==> src/rtl/sdram_access_arbiter.sv <==
// Purpose: arbitrates one fetch (read) and one writeback (write) requester onto a single SDRAM command port.
// Latency: grant and command issue 1 edge after the request; rd_valid 1 edge after datareadvalid; wr_done on the accept edge.
// Backpressure: commands are held stable while sdram_waitrequest is high; requesters hold their level requests until completion.
//
// Ports:
//   clk, n_rst, clear                         - clock, async active-low reset, synchronous abort
//   rd_req/rd_addr                             - fetch request side
//   wr_req/wr_addr/wr_data                     - writeback request side
//   sdram_waitrequest/datareadvalid/readdata   - SDRAM responses
//   sdram_read_en/write_en, address_sdram,
//   sdram_writedata                            - SDRAM command (all registered)
//   rd_grant/wr_grant, rd_data/rd_valid,
//   wr_done, rd_error                          - one-cycle status pulses back to requesters
module sdram_access_arbiter #(
    parameter int TIMEOUT_CYCLES = 255,
    parameter int ADDR_W         = 26
) (
    input  logic              clk,
    input  logic              n_rst,
    input  logic              clear,
    input  logic              rd_req,
    input  logic [ADDR_W-1:0] rd_addr,
    input  logic              wr_req,
    input  logic [ADDR_W-1:0] wr_addr,
    input  logic [31:0]       wr_data,
    input  logic              sdram_waitrequest,
    input  logic              sdram_datareadvalid,
    input  logic [31:0]       sdram_readdata,
    output logic              sdram_read_en,
    output logic              sdram_write_en,
    output logic [ADDR_W-1:0] address_sdram,
    output logic [31:0]       sdram_writedata,
    output logic              rd_grant,
    output logic              wr_grant,
    output logic [31:0]       rd_data,
    output logic              rd_valid,
    output logic              wr_done,
    output logic              rd_error
);

    typedef enum logic [1:0] {
        IDLE      = 2'd0,
        READ      = 2'd1,
        READ_WAIT = 2'd2,
        WRITE     = 2'd3
    } state_t;

    localparam int                CNT_W    = $clog2(TIMEOUT_CYCLES + 1);
    localparam logic [CNT_W-1:0]  CNT_LAST = CNT_W'(TIMEOUT_CYCLES - 1);

    state_t              state_q, state_d;
    logic [CNT_W-1:0]    cnt_q, cnt_d;
    logic                last_wr_q, last_wr_d;   // 1: write was served last
    logic                read_en_q, read_en_d;
    logic                write_en_q, write_en_d;
    logic [ADDR_W-1:0]   addr_q, addr_d;
    logic [31:0]         wdata_q, wdata_d;
    logic [31:0]         rd_data_q, rd_data_d;
    logic                rd_grant_q, rd_grant_d;
    logic                wr_grant_q, wr_grant_d;
    logic                rd_valid_q, rd_valid_d;
    logic                wr_done_q, wr_done_d;
    logic                rd_error_q, rd_error_d;

    logic                rd_win;
    logic                timeout;

    // On a tie the side not served last wins.
    assign rd_win  = rd_req && (!wr_req || last_wr_q);
    // Fires on the TIMEOUT_CYCLES-th edge spent in READ_WAIT.
    assign timeout = (cnt_q == CNT_LAST);

    // State register (all flops, including registered outputs)
    always_ff @(posedge clk or negedge n_rst) begin
        if (!n_rst) begin
            state_q    <= IDLE;
            cnt_q      <= '0;
            last_wr_q  <= 1'b1;
            read_en_q  <= 1'b0;
            write_en_q <= 1'b0;
            addr_q     <= '0;
            wdata_q    <= '0;
            rd_data_q  <= '0;
            rd_grant_q <= 1'b0;
            wr_grant_q <= 1'b0;
            rd_valid_q <= 1'b0;
            wr_done_q  <= 1'b0;
            rd_error_q <= 1'b0;
        end else begin
            state_q    <= state_d;
            cnt_q      <= cnt_d;
            last_wr_q  <= last_wr_d;
            read_en_q  <= read_en_d;
            write_en_q <= write_en_d;
            addr_q     <= addr_d;
            wdata_q    <= wdata_d;
            rd_data_q  <= rd_data_d;
            rd_grant_q <= rd_grant_d;
            wr_grant_q <= wr_grant_d;
            rd_valid_q <= rd_valid_d;
            wr_done_q  <= wr_done_d;
            rd_error_q <= rd_error_d;
        end
    end

    // Next-state logic
    always_comb begin
        state_d = state_q;
        if (clear) begin
            state_d = IDLE;
        end else begin
            unique case (state_q)
                IDLE: begin
                    if (rd_win)      state_d = READ;
                    else if (wr_req) state_d = WRITE;
                end
                READ:      if (!sdram_waitrequest)               state_d = READ_WAIT;
                READ_WAIT: if (sdram_datareadvalid || timeout)   state_d = IDLE;
                WRITE:     if (!sdram_waitrequest)               state_d = IDLE;
                default:                                         state_d = IDLE;
            endcase
        end
    end

    // Output / datapath logic: every output is the registered image of these values.
    always_comb begin
        read_en_d  = (state_d == READ);
        write_en_d = (state_d == WRITE);
        rd_grant_d = (state_q == IDLE) && (state_d == READ);
        wr_grant_d = (state_q == IDLE) && (state_d == WRITE);
        rd_valid_d = !clear && (state_q == READ_WAIT) && sdram_datareadvalid;
        rd_error_d = !clear && (state_q == READ_WAIT) && !sdram_datareadvalid && timeout;
        wr_done_d  = !clear && (state_q == WRITE) && !sdram_waitrequest;

        // Command fields latch only at grant, so later request changes cannot leak in.
        addr_d = addr_q;
        if (rd_grant_d)      addr_d = rd_addr;
        else if (wr_grant_d) addr_d = wr_addr;

        wdata_d   = wr_grant_d ? wr_data : wdata_q;
        rd_data_d = rd_valid_d ? sdram_readdata : rd_data_q;

        // Counter runs only while staying in READ_WAIT; any other path (entry, exit, clear) zeroes it.
        cnt_d = ((state_q == READ_WAIT) && (state_d == READ_WAIT)) ? cnt_q + CNT_W'(1) : '0;

        last_wr_d = last_wr_q;
        if (clear)           last_wr_d = 1'b1;
        else if (rd_grant_d) last_wr_d = 1'b0;
        else if (wr_grant_d) last_wr_d = 1'b1;
    end

    assign sdram_read_en   = read_en_q;
    assign sdram_write_en  = write_en_q;
    assign address_sdram   = addr_q;
    assign sdram_writedata = wdata_q;
    assign rd_grant        = rd_grant_q;
    assign wr_grant        = wr_grant_q;
    assign rd_data         = rd_data_q;
    assign rd_valid        = rd_valid_q;
    assign wr_done         = wr_done_q;
    assign rd_error        = rd_error_q;

endmodule

==> config.mk <==
export PLATFORM = sky130hd
export DESIGN_NAME = sdram_access_arbiter
export DESIGN_NICKNAME = d
export VERILOG_FILES = /design/src/rtl/sdram_access_arbiter.sv
export SDC_FILE = /design/constraint.sdc
export NUM_CORES = 1
export LEC_CHECK = 0
export ABC_CLOCK_PERIOD_IN_PS = 2050
export CAP_MARGIN = 20
export CORE_ASPECT_RATIO = 1.25
export CORE_MARGIN = 2
export CORE_UTILIZATION = 41
export CTS_CLUSTER_DIAMETER = 120
export CTS_CLUSTER_SIZE = 24
export DETAILED_ROUTE_END_ITERATION = 10
export PLACE_DENSITY = 0.92
export RECOVER_POWER = 100
export SLEW_MARGIN = 20
export SYNTH_ARGS = -nofsm -noshare
export SYNTH_HDL_FRONTEND = slang
export SYNTH_SLANG_ARGS = --single-unit
==> constraint.sdc <==
create_clock -name clk -period 2.05 [get_ports clk]
set_input_delay 0.41 -clock clk [delete_from_list [all_inputs] [get_ports clk]]
set_output_delay 0.41 -clock clk [all_outputs]
set_load 0.1 [all_outputs]
# Yosys cells after proc, flatten, opt, wreduce, memory -nomap -nowiden
# Cells that the tools add are included.
[classes] add_sub_neg=1 mul=0 div=0 magnitude_cmp=0 eq_ne=7 n_shift=0 muxes=13 bitwise_logic=0 n_reduce_logical=19
[op_table] operator="two-way mux 26 bit" n=2
[op_table] operator="two-way mux 2 bit" n=6
[op_table] operator="logical AND 1 bit" n=10
[op_table] operator="adder 8 x 1 -> 8 bit, second input constant" n=1
[op_table] operator="equality test 2 bit, second input constant" n=4
[op_table] operator="equality test 8 bit, second input constant" n=1
[op_table] operator="two-way mux 8 bit" n=1
[op_table] operator="case mux 2 bit (4 select lines)" n=1
[op_table] operator="equality test 2 x 1 -> 1 bit, second input constant" n=2
[op_table] operator="logical NOT 1 bit" n=4
[op_table] operator="two-way mux 1 bit" n=3
[op_table] operator="nonzero test 3 bit" n=1
[op_table] operator="logical NOT 2 bit" n=1
[op_table] operator="logical OR 1 bit" n=2
[op_table] operator="nonzero test 2 bit" n=1
[totals] reg_bits=108 latch_bits=0 mem_bits_rw=0 romBits=0 inputBits=123 output_inout_bits=97 word_cells=53 memories=0

# Longest topological paths before layout
# Gate-level depths: netlist of run 1.
[logic_depth] depth_word=11 mapped_depth=6

# Least setup slack after synthesis of run 1
# OpenSTA, ideal clock, no wires.
[synth_timing] path_kind="register -> register" from="register state_q[0]" to="register rd_data_q[10], in the netlist rd_data[10]" t_arrival_ns=1.416 required_ns=1.925 setup_slack_ns=0.509 path_stages_with_launch=7 n_path_buf=3 period_less_slack_ns=1.541 path_cell_list="dfrtp_1 > buf_2 > nor2b_1 > and3_1 > buf_4 > buf_6 > mux2_2"
[synth_via] elab_chain_len=3
[synth_lines] item="start: declaration" line_no="51" text="state_t state_q, state_d;"
[synth_lines] item="start signal: assignment" line_no="90" text="state_q <= state_d;"
[synth_lines] item="equality test 2 bit" line_no="131" text="rd_valid_d = !clear && (state_q == READ_WAIT) && sdram_datareadvalid;"
[synth_lines] item="logical AND 1 bit (2 in a row)" line_no="131"
[synth_lines] item="end signal: assignment" line_no="97" text="rd_data_q <= rd_data_d;"
[synth_lines] item="end: declaration" line_no="58" text="logic [31:0] rd_data_q, rd_data_d;"
# No other way between the ends.
# A chain may end at the register's enable or synchronous reset.

# Final worst setup path of run 1
[layout_timing] from="input port clear" to="register addr_q[7], in the netlist address_sdram[7]"
[layout_via] elab_chain_len=4 word_cells_on_any_way=7 classes_between="2 x eq/ne; 2 x mux; 3 x reduce/logical"
[layout_lines] item="start: declaration" line_no="20" text="input logic clear,"
[layout_lines] item="two-way mux 2 bit *" line_no="109" text="if (clear) begin"
[layout_lines] item="equality test 2 x 1 -> 1 bit or equality test 2 bit (tied branches)" line_no="129, 130"
[layout_lines] item="logical AND 1 bit, on equally long branches" line_no="129, 130"
[layout_lines] item="two-way mux 26 bit or nonzero test 2 bit (tied branches)"
[layout_lines] item="end signal: assignment" line_no="95" text="addr_q <= addr_d;"
[layout_lines] item="end: declaration" line_no="56" text="logic [ADDR_W-1:0] addr_q, addr_d;"
# Every way passes the cells marked *; elsewhere a longest branch is shown, timed or not.

==> results.md, run 1 <==
- The detailed placement HPWL is about 9500 um.
- In this run the core area contains 42 standard-cell rows.
- Yosys attributes the largest share of cell area to dfrtp_1 (60%), mux2_2 (15%), a221o_1 (5.8%).
- The capturing point of the worst reg2reg path is address_sdram[21].
- The Yosys step of the flow raised 0 warnings.
- The area fraction in compound gates after synthesis is 12.2%.
- The clock passes through at most 2 buffers.
- The most common cell in the netlist is dfrtp_1.
- The endpoint of the worst setup timing path is address_sdram[7].
- The final layout contains between 600 and 700 nets.
- The critical register-to-register path startpoint is state_q[0].
- The via count of the first global-routing pass is just under 4000.
- The die span in y is roughly 120 um.
- The routed via count divided by cell count is approximately 5.2.
- The post-CTS repair timing setup buffer count is 0.
- Synthesis handed over a netlist of 331 instances.
- The routed length per placed instance is roughly 18 um.
- The measured slew at the worst slew-check pin is 0.926 ns.
- The worst setup path is captured at a register.
- STA classifies the critical path startpoint as an input port.
- For this run, the total global-route usage over all layers was measured as roughly a fifth.
- The share of synthesized cell area in and, or, nand and nor gates is under 10%.
- The total overflow left after global routing is 0.
- Setup repair after global routing left no endpoint under its margin.
- Sequential elements use between 60% and 70% of the synthesized area.
- Buffers inserted during clock tree synthesis total 9.
- The overall die width is slightly below 100 um.
- Ranked by instance count, the synthesized netlist is headed by dfrtp_1 (107), mux2_2 (60), inv_1 (30), a221o_1 (26), a31oi_1 (26).
- The routed wire length is approximately 12000 um.
- The number of endpoints with negative hold slack in the final report is 0.
- The final period demand of the worst path is 1.82 ns.
- The number of maximum-capacitance violations is 0.
- The flow ran to the end, and the final reports show no timing, DRC or antenna violations.
- In this run the count of I/O pins placed on the die edge is 220.
- TritonCTS built the clock tree.
- The post-cts sizing count is 0.
- After clock tree synthesis, the flow added hold-fix buffers numbering 0.
- The arithmetic-cell share of the synthesized area counting full adders, half adders and majority gates is less than 1%.
- The portion of the clock cycle consumed by the worst path in the final layout is about nine tenths.
- Timing would allow up to approximately 0.55 GHz.
- The first routing iteration left 171 violations.
- The count of inserted antenna diode cells is 0.
- The total of flip-flops plus latches after synthesis is 108.
- OpenSTA, run right after detailed placement, puts the worst setup slack at -0.166 ns.
- The synthesized netlist occupies a cell area of around 4500 um2.
- After synthesis, the netlist uses 42 different library cells.
- The area growth from synthesis to final layout is 48.4%.
- By area, the combinational part of the netlist is dominated by multiplexers.
- After synthesis, the largest area contributor takes up between 50% and 60% of total cell area.
- The data arrival time of the critical path is 2.10 ns.
- Clock-pin slew was measured on the worst setup and hold paths at roughly 0.070 ns.
- The number of clock sinks is approximately 110.
- Port buffering added 219 buffers.
- The type of the worst min-delay path is input port to asynchronous set/reset pin.
- The critical path required time is between 2 and 2.5 ns.
- The final worst-path setup slack is about 0.23 ns.
- Measured in cells, the most critical reg-to-reg path has a length of 4.
- Entering global routing, the biggest net connects 44 pins.
- The later pin in the worst-skew pair is clocked with a latency of approximately 0.34 ns.
- The max-slew violation count is 0.
- The overall die area is approximately 12000 um2.
- Setup violations remaining at the end of the flow were counted as 0.
- In the synthesized netlist the dominant register cell turns out to be dfrtp_1.
- Of the post-synthesis cell area, the part taken by muxes is between 10% and 20%.
- The H-tree generated during clock tree synthesis spans 3 levels.
- The worst-case clock skew is roughly 0.005 ns.
- After filler insertion, the fill cell instance count of the layout stands at between 800 and 900.
- For this run, design rule violations remaining after detail routing come to 0.
- The per-instance average area after synthesis is around 14 um2.
- The initial standard-cell utilization of the core is between 40% and 50%.
- The residual antenna-violating net count after detailed routing is 0.
- The first element of the critical path is clear.
- The first global-routing pass estimated between 15000 and 20000 um of wire.
- At the end of routability-driven placement, the weighted congestion stood at roughly 0.76.
- The maximum fanout count along the critical path is 35.
- The worst register-to-register path has a setup slack of ~0.27 ns.
- Of the total synthesized cell area, the portion taken by XOR and XNOR cells is less than 1%.
- Of all flip-flops after synthesis, the portion carrying an async set or reset was 100%.
- The region available for standard cell placement spans ~11000 um2.
- The net count after synthesis is 456.
- The tree is rooted in a clkbuf_16.
- The proportion of layout cells with a drive suffix above 1 is 34.4%.
- The library cell occupying the most area in the post-synthesis netlist is dfrtp_1.
- The worst setup path is of the input port to register kind.
- The worst slew slack as a fraction of its limit is a little under two fifths.
- The number of search-and-repair iterations in the first detailed-routing pass is 4.
- The vias after detailed routing is 3614.
- The number of antenna violations at the first check in global routing is 0.
- The number of flops mapped to enable cells by yosys is 0.
==> worst min-delay path by stage <==
stage	from	endpoint	slack, ns	cells past startpoint
6_report	n_rst	address_sdram[11]	0.15	1
5_1_grt	n_rst	address_sdram[11]	0.23	1
3_3_place_gp	n_rst	rd_data[22]	0.38	1
2_1_floorplan	n_rst	address_sdram[0]	0.11	0
3_5_place_dp	n_rst	rd_data[22]	0.40	1
4_1_cts	n_rst	rd_data[22]	0.03	1
==> cells in the final DEF (no fill, tap or decap), drive strengths merged, types with 2 or more instances in the layout <==
cell type      synthesis  final
ha                     2      2
o21ai                  3      3
clkbuf                 4    110
xor2                   3      3
buf                   20     13
clkinv                 0      3
dfrtp                107    107
clkdlybuf4s50          0    120
nand3                  7      7
a21oi                  6      6
mux2                  64     64
nand2                  3      3
a221o                 26     26
inv                   31     32
clkinvlp               0      2
a31oi                 26     26
nor2                   7      7
==> cell type report <==
| cell class | count | area (um2) | area share [%] |
|---|---|---|---|
| Clock buffer | 9 | 225 | 3.39 |
| Clock inverter | 7 | 76.3 | 1.15 |
| Inverter | 31 | 116 | 1.75 |
| Multi-Input combinational cell | 168 | 1490 | 22.5 |
| Sequential cell | 108 | 2700 | 40.7 |
| Tap cell | 132 | 165 | 2.49 |
| Timing Repair Buffer | 235 | 1860 | 28.0 |
==> metal layers <==
layer	GRT usage, %	wire (um)
met2	39.2	6850
met1	24.6	4660
met4	8.59	336
met5	0	0
met3	3.82	657
==> logic make-up after synthesis <==
kind of cell	Yosys count
buf+inv	55
mux	64
simple gates	28
xor+xnor	4
flops	108
compound gates	70
fa+ha+maj	2
==> per-stage QoR <==
step                      cell area, um2  setup TNS [ns]  utilization [%]  instances  hold slack [ns]
after floorplan                     4470               0                -        331            0.114
after global placement              6620           -1.54             62.4        674            0.384
after detailed placement            6620           -6.40             62.4        674            0.395
after CTS                           6920               0             65.2        690           0.0279
after global routing                6640               0             62.5        690            0.225
final                               6640               0             62.5        690            0.153
==> state kept, by name, indices dropped and copies added (netlist names) <==
name	flops
state_q	2
last_wr_q	1
cnt_q	8
address_sdram	26
rd_valid	1
sdram_read_en	1
sdram_writedata	32
wr_grant	1
rd_data	32
rd_grant	1
sdram_write_en	1
rd_error	1
wr_done	1
==> worst max-delay path, stage by stage <==
cell and delay [ns]:
dlygate4sd3_1 0.65, nor4_4 0.34, buf_12 0.25, buf_4 0.26
a221o_1 0.18
Power of run 1 is not shown: default switching activity piles up to over one toggle a cycle in this logic, so the estimate is an artifact.
==> run 2: changes to the inputs <==
--- a/config.mk
+++ b/config.mk
@@ -6,14 +6,13 @@
 export NUM_CORES = 1
 export LEC_CHECK = 0
 export ABC_CLOCK_PERIOD_IN_PS = 2050
-export CAP_MARGIN = 20
 export CORE_ASPECT_RATIO = 1.25
 export CORE_MARGIN = 2
-export CORE_UTILIZATION = 41
+export CORE_UTILIZATION = 25
 export CTS_CLUSTER_DIAMETER = 120
 export CTS_CLUSTER_SIZE = 24
 export DETAILED_ROUTE_END_ITERATION = 10
-export PLACE_DENSITY = 0.92
+export PLACE_DENSITY = 0.65
 export RECOVER_POWER = 100
 export SLEW_MARGIN = 20
 export SYNTH_ARGS = -nofsm -noshare
==> run 2 against run 1 <==
Against the previous run:
- final cell count rose by 13%
- non-clock buffer count is the same
- utilization shrank 24 points
- worst hold slack improved by 0.35 ns
- clock skew increased by 0.0035 ns
- cell area grew 1.1%
- critical path depth unchanged
- setup slack got worse by 0.025 ns
- global-route usage decreased by 7.7 points
==> results.md, run 2 (synthesized netlist as in run 1, its figures left out) <==
- The worst-case clock skew is 0.00863 ns (+0.00352 ns).
- The count of inserted antenna diode cells was 0 (unchanged).
- The type of the worst min-delay path is register to register.
- The largest net degree at the start of global routing is 109 (+150%).
- The cell chosen for the clock root is clkbuf_16.
- The area growth from synthesis to final layout is 50.1%.
- The wire length of the first global-routing pass came to 19900 um (-0.24%).
- The non-filler instance count after layout is 782 (+13%).
- The data arrival time of the critical path is 2.08 ns (-0.02 ns).
- Setup repair after global routing left no endpoint under its margin.
- The detailed placement HPWL was 9810 um (+3.1%).
- The area of the core is 17500 um2 (+65%).
- The post-CTS clock slew at the launch and capture registers of the worst setup and hold paths is 0.08 ns (about the same).
- The vias after detailed routing is 3609 (-0.14%).
- The post-cts hold buffer count is 0 (unchanged).
- The number of nets in the final layout is 678 (unchanged).
- The CTS buffer count is 9 (unchanged).
- The measured slew at the worst slew-check pin is 1.46 ns (+0.537 ns).
- The residual antenna-violating net count after detailed routing is 0 (unchanged).
- The initial standard-cell utilization of the core came to 25.6% (-17 points).
- The critical path required time is 2.28 ns (-0.05 ns).
- The final period demand of the worst path is 1.85 ns (+0.0252 ns).
- The overall die area was 19000 um2 (+61%).
- The worst slew slack as a fraction of its limit came to 2.48% (-36 points).
- The number of maximum-capacitance violations is 0 (unchanged).
- STA classifies the critical path startpoint as an input port.
- The number of antenna violations at the first check in global routing is 1 (+1).
- The run finished with clean final reports.
- The insertion delay of the later-clocked pin in the worst-skew pair is 0.34 ns (about the same).
- The number of search-and-repair iterations in the first detailed-routing pass is 4 (unchanged).
- The post-cts sizing count was 0 (unchanged).
- The routed wire length is 13000 um (+3.9%).
- The residual DRC count is 0 (unchanged).
- The die span in y is 154 um (+27%).
- The top-level I/O count is 220 (unchanged).
- STA classifies the critical path endpoint as a register.
- The overall die width was 124 um (+27%).
- The global placer's final weighted congestion is 0.766 (+0.72%).
- The number of clock sinks is 108 (unchanged).
- The maximum fanout count along the critical path is 27 (-23%).
- The number of endpoints failing setup at the final stage is 0 (unchanged).
- The proportion of layout cells with a drive suffix above 1 is 34.2% (-0.18 points).
- The achievable frequency came to 0.541 GHz (-1.4%).
- The portion of the clock cycle consumed by the worst path in the final layout is 90.2% (+1.2 points).
- The post-placement cell count came to 766 (+14%).
- The via count of the first global-routing pass was 3842 (-0.93%).
- The routed length per placed instance is 16.6 um (-8.4%).
- The count of buffers inserted at the top-level ports was 219 (unchanged).
- The number of levels in the clock H-tree is 3 (unchanged).
- The number of endpoints with negative hold slack in the final report is 0 (unchanged).
- The CTS tree is done.
- The post-CTS repair timing setup buffer count came to 0 (unchanged).
- The leading cell type in the layout, fill and taps excluded is clkdlybuf4s50_1.
- The aggregate global routing overflow is 0 (unchanged).
- The max-slew violation count is 0 (unchanged).
- The maximum buffer depth of the clock tree is 2 (unchanged).
- The total routing usage reported by global routing is 13.7% (-7.7 points).
- The critical path is of the input port to register type.
- The top cell types in the final layout, fill and taps aside, are clkdlybuf4s50_1 (119), dfrtp_1 (107), clkbuf_2 (98), mux2_2 (60), inv_1 (31).
- The row count is 54 (+29%).
- The routed via count divided by cell count came to 4.62 (-12%).
- The initial detailed-routing violation count is 157 (-8.2%).
==> run 2: changes by cell type in the layout (fill, tap and decap cells not counted), sizes merged <==
cell / change
clkbuf: +2
clkdlybuf4s50: -1
clkinvlp: +1
bufinv: -1
buf: -1
clkinv: -1
dlygate4sd3: +1
==> run 2: stage by stage <==
step | hold WS [ns] | instance area (um2) | TNS [ns] | utilization, % | setup WS, ns
after floorplan | 0.114 | 4470 | 0 | - | 0.509
after global placement | 0.473 | 6700 | -3.03 | 38.3 | -0.0867
after detailed placement | 0.485 | 6700 | -3.69 | 38.3 | -0.104
after CTS | 0.159 | 6980 | 0 | 39.9 | 0.266
after global routing | 0.518 | 6710 | 0 | 38.4 | 0.114
final | 0.503 | 6710 | 0 | 38.4 | 0.200
==> run 2: layer usage <==
layer	wire length (um)	share of wire (%)	track usage, %
met5	11	0.085	0
met4	470	3.6	6.87
met3	737	5.7	3.15
met2	6930	53	24.5
met1	4830	37	14.8
==> run 2: layout make-up <==
type	count	area, um2
repair buffers	235	1840
clock inverters	6	48.8
flip-flops and latches	108	2700
fillers	1709	10800
clock buffers	10	229
inverters	31	116
multi-input cells	168	1500
well taps	224	280
==> run 2: final timing paths <==
path / from / end / slack (ns) / depth (start not counted)
setup / recovery: wr_req / sdram_writedata[16] / 0.20 / 5
hold reg to reg: rd_data[3] / rd_data[3] / 0.50 / 1
min in group asynchronous: n_rst / rd_data[2] / 0.54 / 2
setup reg to reg: state_q[0] / address_sdram[10] / 0.26 / 4
max in group asynchronous: n_rst / sdram_writedata[24] / 0.59 / 2
hold / removal: rd_data[3] / rd_data[3] / 0.50 / 1
==> run 2: worst max-delay path, stage by stage <==
cell,delay [ns]
dlygate4sd3_1,0.55
a21bo_1,0.24
nor4_4,0.26
buf_12,0.25
mux2_2,0.36
Power of run 2 is left out for the same reason.
